### config.mk
export PLATFORM = sky130hd
export DESIGN_NAME = bram_axis_reader
export DESIGN_NICKNAME = d
export VERILOG_FILES = /design/src/rtl/bram_axis_reader.sv
export SDC_FILE = /design/constraint.sdc
export NUM_CORES = 1
export LEC_CHECK = 0
export ABC_AREA = 1
export BUFFER_PORTS_ARGS = -buffer_cell sky130_fd_sc_hd__buf_2
export CAP_MARGIN = 20
export CORE_AREA = 2 2 305 186
export CTS_CLUSTER_SIZE = 12
export DETAILED_ROUTE_END_ITERATION = 10
export DIE_AREA = 0 0 307 188
export GPL_ROUTABILITY_DRIVEN = 0
export PLACE_DENSITY_LB_ADDON = 0.1
export RECOVER_POWER = 25
export SLEW_MARGIN = 20
export SYNTH_ARGS = -nofsm -noshare
export SYNTH_HDL_FRONTEND = slang
export SYNTH_SLANG_ARGS = --single-unit
### constraint.sdc
create_clock -name clk -period 2.8 [get_ports clk]
set_input_delay 0.28 -clock clk [delete_from_list [all_inputs] [get_ports clk]]
set_output_delay 0.28 -clock clk [all_outputs]
set_load 0.05 [all_outputs]
### src/rtl/bram_axis_reader.sv
// bram_axis_reader: streams a run of words out of a simple dual-port RAM
// (two-cycle read latency) onto an AXI-Stream master. Reads are issued
// against a credit window so the four-entry output buffer can never
// overflow, while back-to-back beats are sustained when the sink is ready.
module bram_axis_reader #(
    parameter int DATA_WIDTH = 64,
    parameter int DEPTH      = 512,
    localparam int ADDR_WIDTH = $clog2(DEPTH)
) (
    input  logic                  clk,
    input  logic                  rst_n,
    // command
    input  logic                  cmd_valid,
    output logic                  cmd_ready,
    input  logic [ADDR_WIDTH-1:0] cmd_addr,
    input  logic [ADDR_WIDTH:0]   cmd_len,
    // RAM read port
    output logic [ADDR_WIDTH-1:0] ram_addrb,
    output logic                  ram_enb,
    output logic                  ram_regceb,
    output logic                  ram_rstb,
    input  logic [DATA_WIDTH-1:0] ram_doutb,
    // stream out
    output logic [DATA_WIDTH-1:0] m_axis_tdata,
    output logic                  m_axis_tvalid,
    input  logic                  m_axis_tready,
    output logic                  m_axis_tlast,
    output logic                  busy
);

    typedef enum logic [1:0] {IDLE, ISSUE, DRAIN} state_t;

    localparam logic [ADDR_WIDTH-1:0] LAST_ADDR = ADDR_WIDTH'(DEPTH - 1);
    localparam logic [2:0]            FIFO_SLOTS = 3'd4;

    state_t                r_state;
    logic                  r_cmd_ready;
    logic [ADDR_WIDTH-1:0] r_next_addr;
    logic [ADDR_WIDTH:0]   r_remain;
    logic [ADDR_WIDTH-1:0] r_ram_addrb;
    logic                  r_ram_enb;
    logic                  r_enb_last;

    // in-flight tracker: valid+last for the two RAM pipeline stages
    logic                  r_trk1_v;
    logic                  r_trk1_l;
    logic                  r_trk2_v;
    logic                  r_trk2_l;

    logic [DATA_WIDTH-1:0] r_fifo_data [4];
    logic [3:0]            r_fifo_last;
    logic [1:0]            r_wr_ptr;
    logic [1:0]            r_rd_ptr;
    logic [2:0]            r_count;

    logic                  w_cmd_fire;
    logic                  w_tvalid;
    logic                  w_tlast;
    logic                  w_pop;
    logic                  w_push;
    logic [2:0]            w_inflight;
    logic [2:0]            w_level;
    logic                  w_credit_ok;
    logic                  w_issue;
    logic                  w_issue_last;
    logic [ADDR_WIDTH-1:0] w_addr_inc;

    assign w_cmd_fire = cmd_valid & r_cmd_ready;
    assign w_tvalid   = (r_count != 3'd0);
    assign w_tlast    = w_tvalid & r_fifo_last[r_rd_ptr];
    assign w_pop      = w_tvalid & m_axis_tready;
    assign w_push     = r_trk2_v;

    // Occupancy is taken net of the beat leaving this cycle so a full
    // pipeline with a ready sink still has one credit every cycle.
    assign w_inflight   = 3'(r_ram_enb) + 3'(r_trk1_v) + 3'(r_trk2_v);
    assign w_level      = r_count + w_inflight - 3'(w_pop);
    assign w_credit_ok  = (w_level < FIFO_SLOTS);
    assign w_issue      = (r_state == ISSUE) && w_credit_ok;
    assign w_issue_last = (r_remain == (ADDR_WIDTH + 1)'(1));
    assign w_addr_inc   = (r_next_addr == LAST_ADDR) ? '0 : r_next_addr + ADDR_WIDTH'(1);

    // Command FSM: accepts commands, issues RAM reads, waits for the final beat.
    always_ff @(posedge clk or negedge rst_n) begin
        if (!rst_n) begin
            r_state     <= IDLE;
            r_cmd_ready <= 1'b0;
            r_next_addr <= '0;
            r_remain    <= '0;
            r_ram_addrb <= '0;
            r_ram_enb   <= 1'b0;
            r_enb_last  <= 1'b0;
        end else begin
            r_ram_enb  <= 1'b0;
            r_enb_last <= 1'b0;
            case (r_state)
                IDLE: begin
                    // zero-length commands complete the handshake and stay here
                    if (w_cmd_fire && (cmd_len != '0)) begin
                        r_state     <= ISSUE;
                        r_cmd_ready <= 1'b0;
                        r_next_addr <= cmd_addr;
                        r_remain    <= cmd_len;
                    end else begin
                        r_cmd_ready <= 1'b1;
                    end
                end
                ISSUE: begin
                    if (w_issue) begin
                        r_ram_enb   <= 1'b1;
                        r_ram_addrb <= r_next_addr;
                        r_enb_last  <= w_issue_last;
                        r_next_addr <= w_addr_inc;
                        r_remain    <= r_remain - (ADDR_WIDTH + 1)'(1);
                        if (w_issue_last) begin
                            r_state <= DRAIN;
                        end
                    end
                end
                DRAIN: begin
                    if (w_pop && w_tlast) begin
                        r_state     <= IDLE;
                        r_cmd_ready <= 1'b1;
                    end
                end
                default: begin
                    r_state     <= IDLE;
                    r_cmd_ready <= 1'b1;
                end
            endcase
        end
    end

    // Tracker: follows each issued read through the RAM's two-cycle latency.
    always_ff @(posedge clk or negedge rst_n) begin
        if (!rst_n) begin
            r_trk1_v <= 1'b0;
            r_trk1_l <= 1'b0;
            r_trk2_v <= 1'b0;
            r_trk2_l <= 1'b0;
        end else begin
            r_trk1_v <= r_ram_enb;
            r_trk1_l <= r_enb_last;
            r_trk2_v <= r_trk1_v;
            r_trk2_l <= r_trk1_l;
        end
    end

    // Output FIFO: captures RAM data when the tracker matures, pops on transfer.
    always_ff @(posedge clk or negedge rst_n) begin
        if (!rst_n) begin
            for (int i = 0; i < 4; i++) begin
                r_fifo_data[i] <= '0;
            end
            r_fifo_last <= '0;
            r_wr_ptr    <= '0;
            r_rd_ptr    <= '0;
            r_count     <= '0;
        end else begin
            if (w_push) begin
                r_fifo_data[r_wr_ptr] <= ram_doutb;
                r_fifo_last[r_wr_ptr] <= r_trk2_l;
                r_wr_ptr              <= r_wr_ptr + 2'd1;
            end
            if (w_pop) begin
                r_rd_ptr <= r_rd_ptr + 2'd1;
            end
            r_count <= r_count + 3'(w_push) - 3'(w_pop);
        end
    end

    assign cmd_ready     = r_cmd_ready;
    assign busy          = (r_state != IDLE);
    assign ram_addrb     = r_ram_addrb;
    assign ram_enb       = r_ram_enb;
    assign ram_regceb    = 1'b1;
    assign ram_rstb      = 1'b0;
    assign m_axis_tdata  = r_fifo_data[r_rd_ptr];
    assign m_axis_tvalid = w_tvalid;
    assign m_axis_tlast  = w_tlast;

endmodule

# == Word level (Yosys, flattened, before mapping) ==
# Cells that the tools add are included.
# op_classes
reduce_logical,14
magnitude_cmp,7
n_mux,30
bitwise_logic,6
n_eq_ne,8
n_addsub,10
# ops
op,count
$bwmux W256,1
$mux W64,3
$bmux W64 S2,1
$demux W64 S2,1
$mux W9,3
$mux W10,2
$pmux W10 S2,1
$pmux W9 S2,1
$eq A10 B1 Y1 const B,1
$reduce_bool A10 Y1,1
$sub A10 B1 Y10 const B,1
$add A9 B1 Y9 const B,1
$eq A9 B9 Y1 const B,1
$mux W1,8
$mux W2,4
$ne A2 B2 Y1 const B,4
$ge A3 B3 Y1 const B,2
$lt A2 B3 Y1 const B,2
$not A2 Y3,2
$pmux W2 S3,1
$sub A3 B1 Y3,2
$logic_and A1 B1 Y1,5
$add A2 B1 Y2 const B,2
$bwmux W4,1
20 further kinds,24
# word_totals
regBits,304
elab_cells,94
inputBits,87
out_inout_bits,80

# == Logic depth before layout (Yosys ltp) ==
# logic_depth
depth_word,8
mapped_depth,17
mapped_depth_nobuf,16

# == Least setup slack after synthesis ==
# OpenSTA, ideal clock, no wires.
# synth_path
kind,register to register
startpoint,register r_count[1]
endpoint,register r_next_addr[3]
path_stages_with_launch,17
slack_ns,-0.214
arrival_ns,2.897
t_required_ns,2.683
synth_period_minus_slack_ns,3.014
setup_ns,0.117
path_buffers,1
path_cell_list,dfrtp_1 inv_2 nand3_1 nand2_1 inv_1 ha_1 inv_1 fa_1 ha_1 nand3_1 nand2_1 nand3_2 nand3_4 nand2_4 buf_6 nand2_1 nand2_1
# synth_via
elab_chain_len,7
elab_cells_between_ends,8
cone_classes,add/sub (2); order compare (1); eq/ne (1); bitwise (1); reduce/logical (3)
# synth_lines
item,line,source
start: declaration,54,logic [2:0] r_count;
start signal: assignment,168,r_count <= r_count + 3'(w_push) - 3'(w_pop);
$reduce_bool A3 Y1,69,assign w_tvalid = (r_count != 3'd0);
via m_axis_tvalid,25,"output logic m_axis_tvalid,"
$and A1 B1 Y1,71,assign w_pop = w_tvalid & m_axis_tready;
via w_pop,59,logic w_pop;
$sub A3 B1 Y3,77,assign w_level = r_count + w_inflight - 3'(w_pop);
$lt A3 B3 Y1,78,assign w_credit_ok = (w_level < FIFO_SLOTS);
$logic_and A1 B1 Y1,79,assign w_issue = (r_state == ISSUE) && w_credit_ok;
$ne A2 B2 Y1 (no source line),n/a,
$reduce_and A3 Y1 (no source line),n/a,
end signal: assignment,102,r_next_addr <= cmd_addr;
end signal: assignment,113,r_next_addr <= w_addr_inc;
end: declaration,38,logic [ADDR_WIDTH-1:0] r_next_addr;
# The timed path passes the listed nets, and every way through them passes these cells.
# A chain may end at the register's enable or synchronous reset.

# == Final worst setup path ==
# layout_path
startpoint,register r_rd_ptr[0]
endpoint,output port m_axis_tdata[59]
# layout_via
elab_chain_len,4
# layout_lines
item,line,source
start: declaration,53,logic [1:0] r_rd_ptr;
start signal: assignment,166,r_rd_ptr <= r_rd_ptr + 2'd1;
$not A2 Y3 (not written as such),178,assign m_axis_tdata = r_fifo_data[r_rd_ptr];
$bmux W64 S2,178,
$mux W64 (not written as such) (2 in a row),178,
end: declaration,24,"output logic [DATA_WIDTH-1:0] m_axis_tdata,"
# Every way passes these cells. The select of a mux whose other input is x is not followed.

==> flow_summary.rst <==
.. list-table::
   :header-rows: 1

   * - Metric
     - Value
   * - Crit-path max cell delay
     - 0.59 ns
   * - Worst skew pair latency
     - 0.52 ns
   * - Row count
     - 67
   * - Top cells by area in the synthesized netlist
     - dfrtp_1, o21ai_0, nand2_1
   * - Post-detailed-route wirelength per cell
     - 16.34 microns
   * - Slew Viols, Final
     - 76
   * - Clock sink count
     - 304
   * - Post-route setup TNS
     - 0 ns
   * - Port-buffer cells
     - 164
   * - Fin crit share
     - 0.9621
   * - Ordered list of cells on the worst path
     - inv_4 > buf_16 > o21ai_0 > o22ai_1 > clkbuf_4
   * - Syn avg cell area
     - 8.379 sq um
   * - Std-Cell Core Area
     - 55160 sq um
   * - Time the final worst path needs with I/O delays and setup
     - 2.694 ns
   * - Worst Clk Skew
     - 0.01132 ns
   * - Maximum achievable frequency
     - 0.3712 GHz
   * - Cell area after synthesis
     - 13620 sq um
   * - Share of synthesized area occupied by flip-flops and latches
     - 0.5587
   * - Overall overflow remaining after global route
     - 0
   * - Hold Crit Class
     - primary input to flop
   * - Critical path data required time
     - 2.52 ns
   * - Share of final-layout standard cells stronger than drive strength 1
     - 0.1540
   * - Clock buffers created by TritonCTS
     - 35
   * - Setup crit start kind
     - flop
   * - Worst slew pin tran
     - 2.019 ns
   * - Leading register cell type out of synthesis
     - dfrtp_1
   * - Number of hold violations in the final report
     - 0
   * - Diode count
     - 0
   * - FFs w/ async S/R, synth
     - 1.000
   * - Starting Density
     - 0.2468
   * - HPWL after detailed placement
     - 24.98 mm
   * - Detailed-route wire length
     - 40.91 mm
   * - Fillers
     - 5910
   * - Net count of the finished layout
     - 1858
   * - Critical path's slowest cell
     - dfrtp_4
   * - Post-route DRC violation count
     - 0
   * - Post-synth cell types
     - 29
   * - Number of vias per cell after detailed routing
     - 4.486
   * - Run status
     - finished with violations
   * - Synthesized instance count
     - 1625
   * - Most instantiated cells after synthesis
     - o21ai_0, nand2_1, dfrtp_1
   * - Number of failing setup endpoints in the final timing report
     - 0
   * - Warning count from the yosys run
     - 0
   * - Wire length of the first global-routing pass
     - 65.58 mm
   * - Setup repair after global routing missed its margin
     - no
   * - Pin count of the biggest net entering global routing
     - 78
   * - Total die area
     - 57720 sq um
   * - Buffer cell driving the clock tree root
     - clkbuf_16
   * - Category of the worst setup path capture point
     - output pin
   * - Count of state elements after synthesis
     - 304
   * - CTS max path bufs
     - 3
   * - Iter 0 DRT Violations
     - 705
   * - Critical path fanouts, max
     - 70
   * - Cell family contributing the most delay on the critical path
     - buffers and inverters
   * - Proportion of netlist area held by the largest area contributor
     - 0.5587
   * - Number of antenna violations at the first check in global routing
     - 0
   * - Total iterations of the first detailed-routing run
     - 5
   * - Die height
     - 188 microns
   * - Top Ports
     - 167
   * - Total routing resource utilization after global routing
     - 0.1430
   * - Number of H-tree levels
     - 2
   * - Area of the multi-input gates
     - 5139 sq um
   * - Total area of sequential cells
     - 7612 sq um
   * - Critical path data arrival time
     - 2.41 ns
   * - Synthesis-to-layout area growth
     - 21.32%
   * - Relative slew slack
     - -0.3462
   * - ANT nets after route
     - 0
   * - Nets in the synthesized netlist
     - 1727
   * - CTS tree
     - yes
   * - Count of buffer and inverter cells on the critical path
     - 3
   * - Via count of the first global-routing pass
     - 11145
   * - Clock transition at the registers of the reported paths
     - 0.06 ns
   * - Startpoint-to-endpoint class of the critical path
     - flop to output pin
   * - Cell taking the most area after synthesis
     - dfrtp_1
   * - Die width
     - 307 microns
   * - Max-capacitance violation count
     - 1
   * - Count of flip-flops with a built-in enable after synthesis
     - 0
   * - Via total after detailed routing
     - 11229
   * - Failing checks
     - max-capacitance violations, max-slew violations
   * - Cell with the most instances after synthesis
     - o21ai_0
==> per-layer routing <==
metal | global-route usage | share of wire | vias up
li1 | - | - | 5594
met1 | 0.2185 | 0.53 | 5414
met3 | 0.02215 | 0.031 | 56
met4 | 0.03171 | 0.018 | 0
met5 | 0 | 0 | -
met2 | 0.2107 | 0.42 | 165
==> cells by family after synthesis <==
logic type,count (synthesis),synth area share
compound gates,479,0.1828
xor+xnor,4,0.002574
fa+ha+maj,15,0.01489
buf+inv,223,0.06800
flops,304,0.5587
other cells,2,0.0005516
simple gates,598,0.1725
==> path summary, 6_finish.rpt <==
kind	startpoint	to	slack (ns)	cells past startpoint
min in group asynchronous	rst_n	r_fifo_data[211]$_DFFE_PN0P_	0.80	2
setup / recovery	r_rd_ptr[0]$_DFFE_PN0P_	m_axis_tdata[59]	0.11	5
setup reg to reg	r_count[2]$_DFF_PN0_	r_remain[3]$_DFFE_PN0P_	0.22	16
hold / removal	cmd_addr[7]	r_next_addr[7]$_DFFE_PN0P_	0.06	5
max in group asynchronous	rst_n	r_fifo_data[55]$_DFFE_PN0P_	0.49	3
hold reg to reg	r_trk1_l$_DFF_PN0_	r_trk2_l$_DFF_PN0_	0.35	0
==> per-stage QoR <==
| step | util | hold WS [ns] | cell area [sq um] | setup slack (ns) | cells |
|---|---|---|---|---|---|
| final | 0.2995 | 0.05536 | 16520 | 0.1061 | 2503 |
| after detailed placement | 0.2782 | 0.3223 | 15350 | 0.1543 | 2439 |
| after global routing | 0.2995 | 0.06016 | 16520 | 0.01134 | 2503 |
| after global placement | 0.2782 | 0.3343 | 15350 | 0.1943 | 2439 |
| after floorplan | - | -0.01559 | 13630 | 0.1261 | 1625 |
| after CTS | 0.2985 | 0.03423 | 16460 | 0.06578 | 2500 |
==> worst reg2reg max path: cells and delay by family, from the launching register on <==
kind	cells	cell delay [ns]
buffers and inverters	5	0.47
and+or+nand+nor	8	0.72
adders and majority gates	3	0.86
DFF	1	0.40
==> sequential cells by signal (all words and copies together), names as in the netlist <==
signal       cells
cmd_ready        1
r_count          3
r_enb_last       1
r_fifo_data    256
r_fifo_last      4
r_next_addr      9
r_rd_ptr         2
r_remain        10
r_state          2
r_trk1_l         1
r_trk1_v         1
r_trk2_l         1
r_trk2_v         1
r_wr_ptr         2
ram_addrb        9
ram_enb          1
==> layout by cell type (no fill, tap or decap), drive strengths merged <==
cell and n:
a21o 1, clkinv 5, clkbuf 59, nor2 154
nand2 392, nand3 47, a21boi 1, fa 2
or2 1, inv 113, a22o 1, conb 2
dfrtp 304, o21ai 410, a31oi 2, xor2 3
o22ai 64, buf 199, dlygate4sd3 1, ha 13
nand4 4, xnor2 1
==> cell type report <==
| type | instances | share of cell area |
|---|---|---|
| timing repair buffer | 204 | 0.08029 |
| clock buffer | 55 | 0.06560 |
| inverter | 113 | 0.02583 |
| clock inverter | 5 | 0.001515 |
| sequential | 304 | 0.4608 |
| tap | 724 | 0.05484 |
| multi-input combinational | 1098 | 0.3111 |
==> timing repair <==
| item | in CTS | in global routing |
|---|---|---|
| endpoints found under the hold margin | 70 | 0 |
| setup endpoints to repair | 0 | 30 |
| setup buffers | 0 | 2 |
| gates resized for setup | 0 | 14 |
| hold buffers | 1 | 0 |
Power is not shown: default switching activity piles up to over one toggle a cycle in this logic, so the estimate is an artifact.
